## src/rtl/apuracao.sv

```systemverilog
// apuracao: vote tally for a four-candidate ballot box plus a null count.
// Votes are counted on rising edges of the candidate lines while counting.
// After finish, the four candidate counters are scanned one per clock to find
// the winner or a tie. The result is then held, and proximo steps a readout
// through all five counters.
//
// state     | meaning
// CONTANDO  | accepting votes on rising candidate edges
// APURANDO  | scanning candidates 0..3, one per clock; counters frozen
// RESULTADO | result valid (pronto=1), proximo steps the readout index
// INVALIDO  | unreachable encoding, recovers to CONTANDO on the next edge
module apuracao (
  input  logic       clock,
  input  logic       reset,
  input  logic       candidatoArthur,
  input  logic       candidatoLeandro,
  input  logic       candidatoMateus,
  input  logic       candidatoPablo,
  input  logic       candidatoNulo,
  input  logic       finish,
  input  logic       proximo,
  output logic [1:0] estado,
  output logic [9:0] total_votos,
  output logic [2:0] vencedor,
  output logic       empate,
  output logic       pronto,
  output logic [2:0] exibe_idx,
  output logic [7:0] exibe_votos
);

  typedef enum logic [1:0] {
    CONTANDO  = 2'd0,
    APURANDO  = 2'd1,
    RESULTADO = 2'd2,
    INVALIDO  = 2'd3
  } estado_t;

  localparam logic [2:0] NENHUM = 3'd7;

  estado_t    r_estado;
  logic [4:0] r_cand_prev;
  logic       r_prox_prev;
  logic [7:0] r_cnt [5];
  logic [9:0] r_total;
  logic [1:0] r_scan_idx;
  logic [7:0] r_best;
  logic [2:0] r_vencedor;
  logic       r_empate;
  logic       r_pronto;
  logic [2:0] r_exibe_idx;

  logic [4:0] w_cand;
  logic [4:0] w_rise;
  logic       w_multi;
  logic       w_any;
  logic       w_contando;
  logic [4:0] w_inc;
  logic [7:0] w_scan_cnt;
  logic       w_gt;
  logic       w_empate_next;
  logic       w_prox_rise;

  assign w_cand      = {candidatoNulo, candidatoPablo, candidatoMateus,
                        candidatoLeandro, candidatoArthur};
  assign w_rise      = w_cand & ~r_cand_prev;
  assign w_any       = |w_rise;
  // Clearing the lowest set bit leaves something only if two or more lines rose.
  assign w_multi     = |(w_rise & (w_rise - 5'd1));
  assign w_contando  = (r_estado == CONTANDO);
  // Simultaneous rises collapse into a single null vote.
  assign w_inc       = !w_contando ? 5'b00000 : (w_multi ? 5'b10000 : w_rise);
  assign w_prox_rise = proximo && !r_prox_prev;

  // Select the candidate counter under scan and decide this step's tie flag.
  always_comb begin
    w_scan_cnt = 8'd0;
    case (r_scan_idx)
      2'd0: w_scan_cnt = r_cnt[0];
      2'd1: w_scan_cnt = r_cnt[1];
      2'd2: w_scan_cnt = r_cnt[2];
      2'd3: w_scan_cnt = r_cnt[3];
      default: w_scan_cnt = 8'd0;
    endcase
    w_gt          = (w_scan_cnt > r_best);
    w_empate_next = r_empate;
    if (w_gt)
      w_empate_next = 1'b0;
    else if ((w_scan_cnt == r_best) && (r_best != 8'd0))
      w_empate_next = 1'b1;
  end

  // Readout mux over the five counters.
  always_comb begin
    exibe_votos = 8'd0;
    case (r_exibe_idx)
      3'd0: exibe_votos = r_cnt[0];
      3'd1: exibe_votos = r_cnt[1];
      3'd2: exibe_votos = r_cnt[2];
      3'd3: exibe_votos = r_cnt[3];
      3'd4: exibe_votos = r_cnt[4];
      default: exibe_votos = 8'd0;
    endcase
  end

  // Previous-value registers for rising-edge detection.
  always_ff @(posedge clock or negedge reset) begin
    if (!reset) begin
      r_cand_prev <= 5'd0;
      r_prox_prev <= 1'b0;
    end else begin
      r_cand_prev <= w_cand;
      r_prox_prev <= proximo;
    end
  end

  // Saturating vote counters and total; only move while counting.
  always_ff @(posedge clock or negedge reset) begin
    if (!reset) begin
      for (int i = 0; i < 5; i++) r_cnt[i] <= 8'd0;
      r_total <= 10'd0;
    end else begin
      for (int i = 0; i < 5; i++)
        if (w_inc[i] && (r_cnt[i] != 8'hFF)) r_cnt[i] <= r_cnt[i] + 8'd1;
      if (w_contando && w_any && (r_total != 10'h3FF))
        r_total <= r_total + 10'd1;
    end
  end

  // Control FSM: counting, winner scan, result hold with readout stepping.
  always_ff @(posedge clock or negedge reset) begin
    if (!reset) begin
      r_estado    <= CONTANDO;
      r_scan_idx  <= 2'd0;
      r_best      <= 8'd0;
      r_vencedor  <= NENHUM;
      r_empate    <= 1'b0;
      r_pronto    <= 1'b0;
      r_exibe_idx <= 3'd0;
    end else begin
      case (r_estado)
        CONTANDO: begin
          if (finish) begin
            r_estado   <= APURANDO;
            r_scan_idx <= 2'd0;
            r_best     <= 8'd0;
            r_empate   <= 1'b0;
            r_vencedor <= NENHUM;
          end
        end
        APURANDO: begin
          if (w_gt) begin
            r_best     <= w_scan_cnt;
            r_vencedor <= {1'b0, r_scan_idx};
          end
          r_empate   <= w_empate_next;
          r_scan_idx <= r_scan_idx + 2'd1;
          if (r_scan_idx == 2'd3) begin
            r_estado    <= RESULTADO;
            r_pronto    <= 1'b1;
            r_exibe_idx <= 3'd0;
            if (w_empate_next) r_vencedor <= NENHUM;
          end
        end
        RESULTADO: begin
          if (w_prox_rise)
            r_exibe_idx <= (r_exibe_idx == 3'd4) ? 3'd0 : r_exibe_idx + 3'd1;
        end
        default: begin
          r_estado <= CONTANDO;
          r_pronto <= 1'b0;
        end
      endcase
    end
  end

  assign estado      = r_estado;
  assign total_votos = r_total;
  assign vencedor    = r_vencedor;
  assign empate      = r_empate;
  assign pronto      = r_pronto;
  assign exibe_idx   = r_exibe_idx;

endmodule

```

## config.mk

```make
export PLATFORM = sky130hd
export DESIGN_NAME = apuracao
export DESIGN_NICKNAME = d
export VERILOG_FILES = /design/src/rtl/apuracao.sv
export SDC_FILE = /design/constraint.sdc
export NUM_CORES = 1
export LEC_CHECK = 0
export ABC_AREA = 1
export BUFFER_PORTS_ARGS = -buffer_cell sky130_fd_sc_hd__clkbuf_2
export CELL_PAD_IN_SITES_DETAIL_PLACEMENT = 2
export CELL_PAD_IN_SITES_GLOBAL_PLACEMENT = 2
export CORE_UTILIZATION = 39
export DETAILED_ROUTE_END_ITERATION = 16
export HOLD_SLACK_MARGIN = 0.02
export PLACE_DENSITY_LB_ADDON = 0.1
export REMOVE_ABC_BUFFERS = 1
export SLEW_MARGIN = 20
export SYNTH_ARGS = -nofsm -noshare
export SYNTH_HDL_FRONTEND = slang
export SYNTH_SLANG_ARGS = --single-unit
```

## constraint.sdc

```tcl
create_clock -name clock -period 5.54 [get_ports clock]
set_input_delay 1.108 -clock clock [delete_from_list [all_inputs] [get_ports clock]]
set_output_delay 1.108 -clock clock [all_outputs]
set_load 0.01 [all_outputs]
```

Word level (Yosys, flattened, before mapping)
Index checks and enable logic that the tools add are counted.
Cells by class
  reductions and logical operators: 24
  order comparisons: 1
  add/subtract/negate cells: 9
  bitwise logic cells: 5
  muxes and demuxes: 27
  equal/unequal tests: 20
Operators by type and width (count)
  adder 8 x 1 -> 8 bit, second input constant: 5
  != test 8 bit, second input constant: 5
  case mux 8 bit (5 select lines): 1
  case mux 8 bit (4 select lines): 1
  two-way mux 3 bit: 7
  two-way mux 8 bit: 2
  case mux 8 bit (2 select lines): 1
  case mux 3 bit (2 select lines): 2
  adder 10 x 1 -> 10 bit, second input constant: 1
  AND 5 bit: 2
  two-way mux 5 bit: 2
  != test 10 bit, second input constant: 1
  OR reduction 5 bit: 2
  logical AND 1 bit: 9
  AND reduction 3 bit: 3
  equality test 8 bit: 1
  > comparator 8 bit: 1
  != test 2 bit, second input constant: 4
  nonzero test 8 bit: 1
  equality test 2 bit, second input constant: 3
  equality test 3 x 2 -> 1 bit, second input constant: 2
  two-way mux 2 bit: 3
  case mux 2 bit (3 select lines): 1
  NOT 5 bit: 1
  16 further kinds: 25
Word-level totals
  flip-flop bits (word level): 76
  output and inout port bits: 28
  input bits: 9
  logic and storage cells: 101

Logic depth before layout (Yosys ltp)
  depth after elaboration: 9
  mapped depth: 19
  gate-level depth less buffers: 18

Worst setup path after synthesis
OpenSTA, ideal clock, no wires.
  path kind: register to output
  start point: register r_exibe_idx[0], in the netlist exibe_idx[0]
  end point: output port exibe_votos[1]
  path slack: 2.977 ns
  stages on the path, launching flop included: 9
  data arrival time: 1.455 ns
  data required time: 4.432 ns
  cell sequence: dfrtp_1 inv_1 ha_1 nand2_1 inv_1 nand2_1 o21ai_0 a221oi_1 o21ai_0
On the way
  word-level cells in the longest chain between the ends: 2
  elaborated cells on any way between the ends: 6
  those cells by class: 4 x eq/ne; 1 x mux; 1 x reduce/logical
Ends and longest elaborated chain
  start, declared: RTL line 50  | logic [2:0] r_exibe_idx;
  start signal, assigned: RTL line 166  | r_exibe_idx <= (r_exibe_idx == 3'd4) ? 3'd0 : r_exibe_idx + 3'd1;
  equality test 3 bit (tied with other cells): RTL line 95  | case (r_exibe_idx)
  case mux 8 bit (5 select lines) (*): RTL line 95
  end, declared: RTL line 28  | output logic [7:0] exibe_votos
Every way passes the cells marked *; elsewhere a longest branch is shown, timed or not.

Worst setup path after layout
  start point: register r_exibe_idx[0], in the netlist exibe_idx[0]
  end point: output port exibe_votos[5]
Same word-level chain as after synthesis.

==> results.py <==
metrics = {
    "status": {
        "status": "finished, final reports clean",
    },
    "critical_path": {
        "worstSetupPathType": "flop to output pin",
        "endpoint_kind": "output pin",
        "startpoint_type": "flop",
        "cp_top_family": "compound AO/OA/AOI/OAI gates",
        "arrival_ns": 2.36,
        "cp_slowest_cell": "dfrtp_1",
        "crit_fanout": 8,
        "cpPeakStageDelay_ns": 0.41,
        "critPathBufInv": 3,
        "cp_cell_sequence": "inv_1 -> ha_1 -> nand2_1 -> inv_1 -> nand2_1 -> o21ai_0 -> a221oi_1 -> o21ai_0 -> clkbuf_2",
        "worstPathRequired_ns": 4.43,
    },
    "power_and_ir_drop": {
        "power.leakage_uw": 0.002569,
        "p_seq_share_pct": 39.3,
        "p_sw_share_pct": 27.47,
        "powerDensity_nw_per_um2": 290.3,
        "clkPwrFrac_pct": 45.2,
        "p_sw_uw": 406.4,
        "max-vdd-ir-drop_mv": 0.1476,
        "p_int_uw": 1073,
        "p_comb_share_pct": 15.6,
    },
    "global_route": {
        "grt-ovfl-total": 0,
        "grt_pass1_vias": 4384,
        "use_met3_pct": 3.797,
        "grt_util_met1_pct": 32.04,
        "grt_use_met2_pct": 45.09,
        "antenna_found_initial": 0,
        "grt_pass1_wl_um": 22870,
        "grt_max_degree": 77,
        "grt_use_total_pct": 26.13,
        "grt-busiest-layer": "met2",
    },
    "sta": {
        "finClkSkew_ns": 0.004791,
        "fin_tns_setup_ns": 0,
        "setup-violations-final": 0,
        "rsz0062_at_grt": "false",
        "drv_slew": 0,
        "holdWs_ns": 0.5011,
        "hold_viol_final": 0,
        "slew_headroom_pct": 51.37,
        "tightest_slew_ns": 0.7294,
        "finalCritPeriodShare_pct": 62.63,
        "period_minus_slack_ns": 3.470,
        "max_freq_mhz": 288.2,
    },
    "die": {
        "die_width_um": 108.4,
        "core-area_um2": 10940,
        "start_util_pct": 40.37,
        "ios": 37,
        "fp-row-count": 38,
        "die-area_um2": 11750,
        "die_h_um": 108.4,
    },
    "yosys": {
        "synth_seq_area_share_pct": 43.17,
        "synth_top_area_share_pct": 41.38,
        "synth_top_cell_by_area": "dfrtp_1",
        "syn_area_um2": 4414,
        "ys_ff_latch": 76,
        "synth_area_leaders": "dfrtp_1 41%, nand2_1 11%, inv_1 7.1%",
        "synth_cells": 548,
        "yosys_warnings": 0,
        "yosysUniqueCellTypes": 32,
        "syn_area_per_cell_um2": 8.055,
    },
    "detailed_routing": {
        "drc": 0,
        "vias_per_cell": 5.336,
        "antenna_left": 0,
        "drt_iter0_drc": 176,
        "vias": 3933,
        "drtPass1Iterations": 4,
        "drt_wl_total_um": 14120,
        "post_drt_wl_per_cell_um": 19.16,
    },
    "job": {
        "maxCapViolCount": 0,
    },
    "clock_network": {
        "clk_latency_ns": 0.34,
        "clk_pin_slew_ns": 0.06,
        "cts.sinks": 76,
        "post_cts_resized": 0,
        "cts_tree": "built",
        "holdBufCountCts": 0,
        "clock-root-buffer": "clkbuf_16",
        "postCtsSetupBuffers": 0,
        "cts_buffer_depth": 2,
        "cts_buffers": 9,
        "h-tree-depth": 3,
    },
    "worst_hold_path": {
        "hold_path_class": "flop to flop",
    },
    "layout": {
        "nFillCells": 1253,
        "diodes": 0,
        "final_common_cell": "nand2_1",
        "layout.nets": 624,
        "area_growth_pct": 15.42,
        "instances_no_fill": 737,
        "drive_gt1_share_pct": 13.57,
        "layout_common_cells": "134 x nand2_1, 83 x inv_1, 73 x dfrtp_1",
    },
    "placement": {
        "dp.cells": 721,
        "dp_hpwl_um": 10450,
        "gp_congestion": 0.8747,
        "placement.io_buffers": 36,
    },
}
-- cell families (layout without fill, tap and decap cells) --
kind of cell	after synthesis	after routing	synth area share (%)
AO/OA/AOI/OAI	76	76	10.52
XOR/XNOR	37	37	7.341
adder cells (fa/ha/maj)	23	23	6.519
buffers and inverters	92	141	7.993
flip-flops	76	76	43.17
AND/OR/NAND/NOR	244	244	24.46
-- final timing paths --
path / cells after the start / endpoint / start / slack (ns)
worst max-delay path: 9 / exibe_votos[5] / exibe_idx[0]$_DFFE_PN0P_ / 2.07
worst min-delay path: 1 / r_cnt[36]$_DFFE_PN0P_ / r_cnt[36]$_DFFE_PN0P_ / 0.50
worst max register to register: 14 / r_best[0]$_DFFE_PN0P_ / r_scan_idx[0]$_DFFE_PN0P_ / 2.58
worst min register to register: 1 / r_cnt[36]$_DFFE_PN0P_ / r_cnt[36]$_DFFE_PN0P_ / 0.50
max in group asynchronous: 1 / empate$_DFFE_PN0P_ / reset / 4.24
min in group asynchronous: 1 / r_cnt[19]$_DFFE_PN0P_ / reset / 0.81
-- cells in the mapped netlist --
cell type,instances
nand2_1,134
inv_1,83
dfrtp_1,73
nand3_1,39
nor2_1,30
xor2_1,28
ha_1,23
o21ai_0,21
a21oi_1,15
o22ai_1,13
nor3_1,12
nand4_1,11
o21ai_1,9
xnor2_1,9
nor2_2,8
a221oi_1,7
inv_2,6
a32oi_1,4
nand2_2,4
dfstp_2,3
o21ai_2,3
clkbuf_1,2
nand3_2,2
a21o_1,1
a31oi_1,1
a31oi_2,1
buf_6,1
nand3b_1,1
nor2_4,1
nor3_2,1
nor3_4,1
o221ai_1,1
-- area by class of cell --
class                           instances  area, um2  area share (%)
Sequential cell                        76       1906           37.40
Timing Repair Buffer                   36      186.4           3.659
Clock inverter                          3      67.56           1.326
Clock buffer                           13      270.3           5.305
Inverter                               89      334.1           6.557
Multi-Input combinational cell        380       2156           42.31
Tap cell                              140      175.2           3.438
-- power by group through the flow --
stage | clock network, uW | logic [uW] | registers [uW]
2_1_floorplan | 0 | 121 | 591
3_3_place_gp | 0 | 222 | 589
3_5_place_dp | 0 | 232 | 591
4_1_cts | 685 | 233 | 581
5_1_grt | 702 | 260 | 583
6_report | 668 | 230 | 581
-- layer usage --
metal  part of all wire [%]  vias up
met4                    3.1        0
met5                      0        -
li1                       -     1871
met1                     43     1959
met2                     50       72
met3                    3.0       31
-- sequential cells by signal, summed over array words and instances (netlist names) --
| register | cells |
|---|---|
| r_cnt | 40 |
| total_votos | 10 |
| r_best | 8 |
| r_cand_prev | 5 |
| exibe_idx | 3 |
| vencedor | 3 |
| estado | 2 |
| r_scan_idx | 2 |
| empate | 1 |
| pronto | 1 |
| r_prox_prev | 1 |
-- through the flow --
| stage | power (uW) | utilization (%) | cell area, um2 | setup WS [ns] |
|---|---|---|---|---|
| 2_1_floorplan | 712.4 | - | 4395 | 2.977 |
| 3_5_place_dp | 822.4 | 43.47 | 4753 | 2.536 |
| 4_1_cts | 1500 | 46.56 | 5091 | 2.098 |
| 6_report | 1479 | 46.59 | 5095 | 2.070 |
| 5_1_grt | 1545 | 46.59 | 5095 | 1.909 |
| 3_3_place_gp | 811.3 | 43.47 | 4753 | 2.566 |
-- worst reg2reg max path, cell delays in order (launching register included) --
cell	delay, ns
dfrtp_1	0.41
inv_1	0.13
ha_1	0.39
inv_1	0.22
nor2_1	0.18
a21oi_1	0.09
ha_1	0.31
nand2_1	0.07
nor2_1	0.17
nand2_1	0.08
nand2_1	0.10
nand2_1	0.19
nor2_2	0.34
nand2_1	0.09
o21ai_0	0.10
Note: power is estimated with default switching activity, not from simulation.
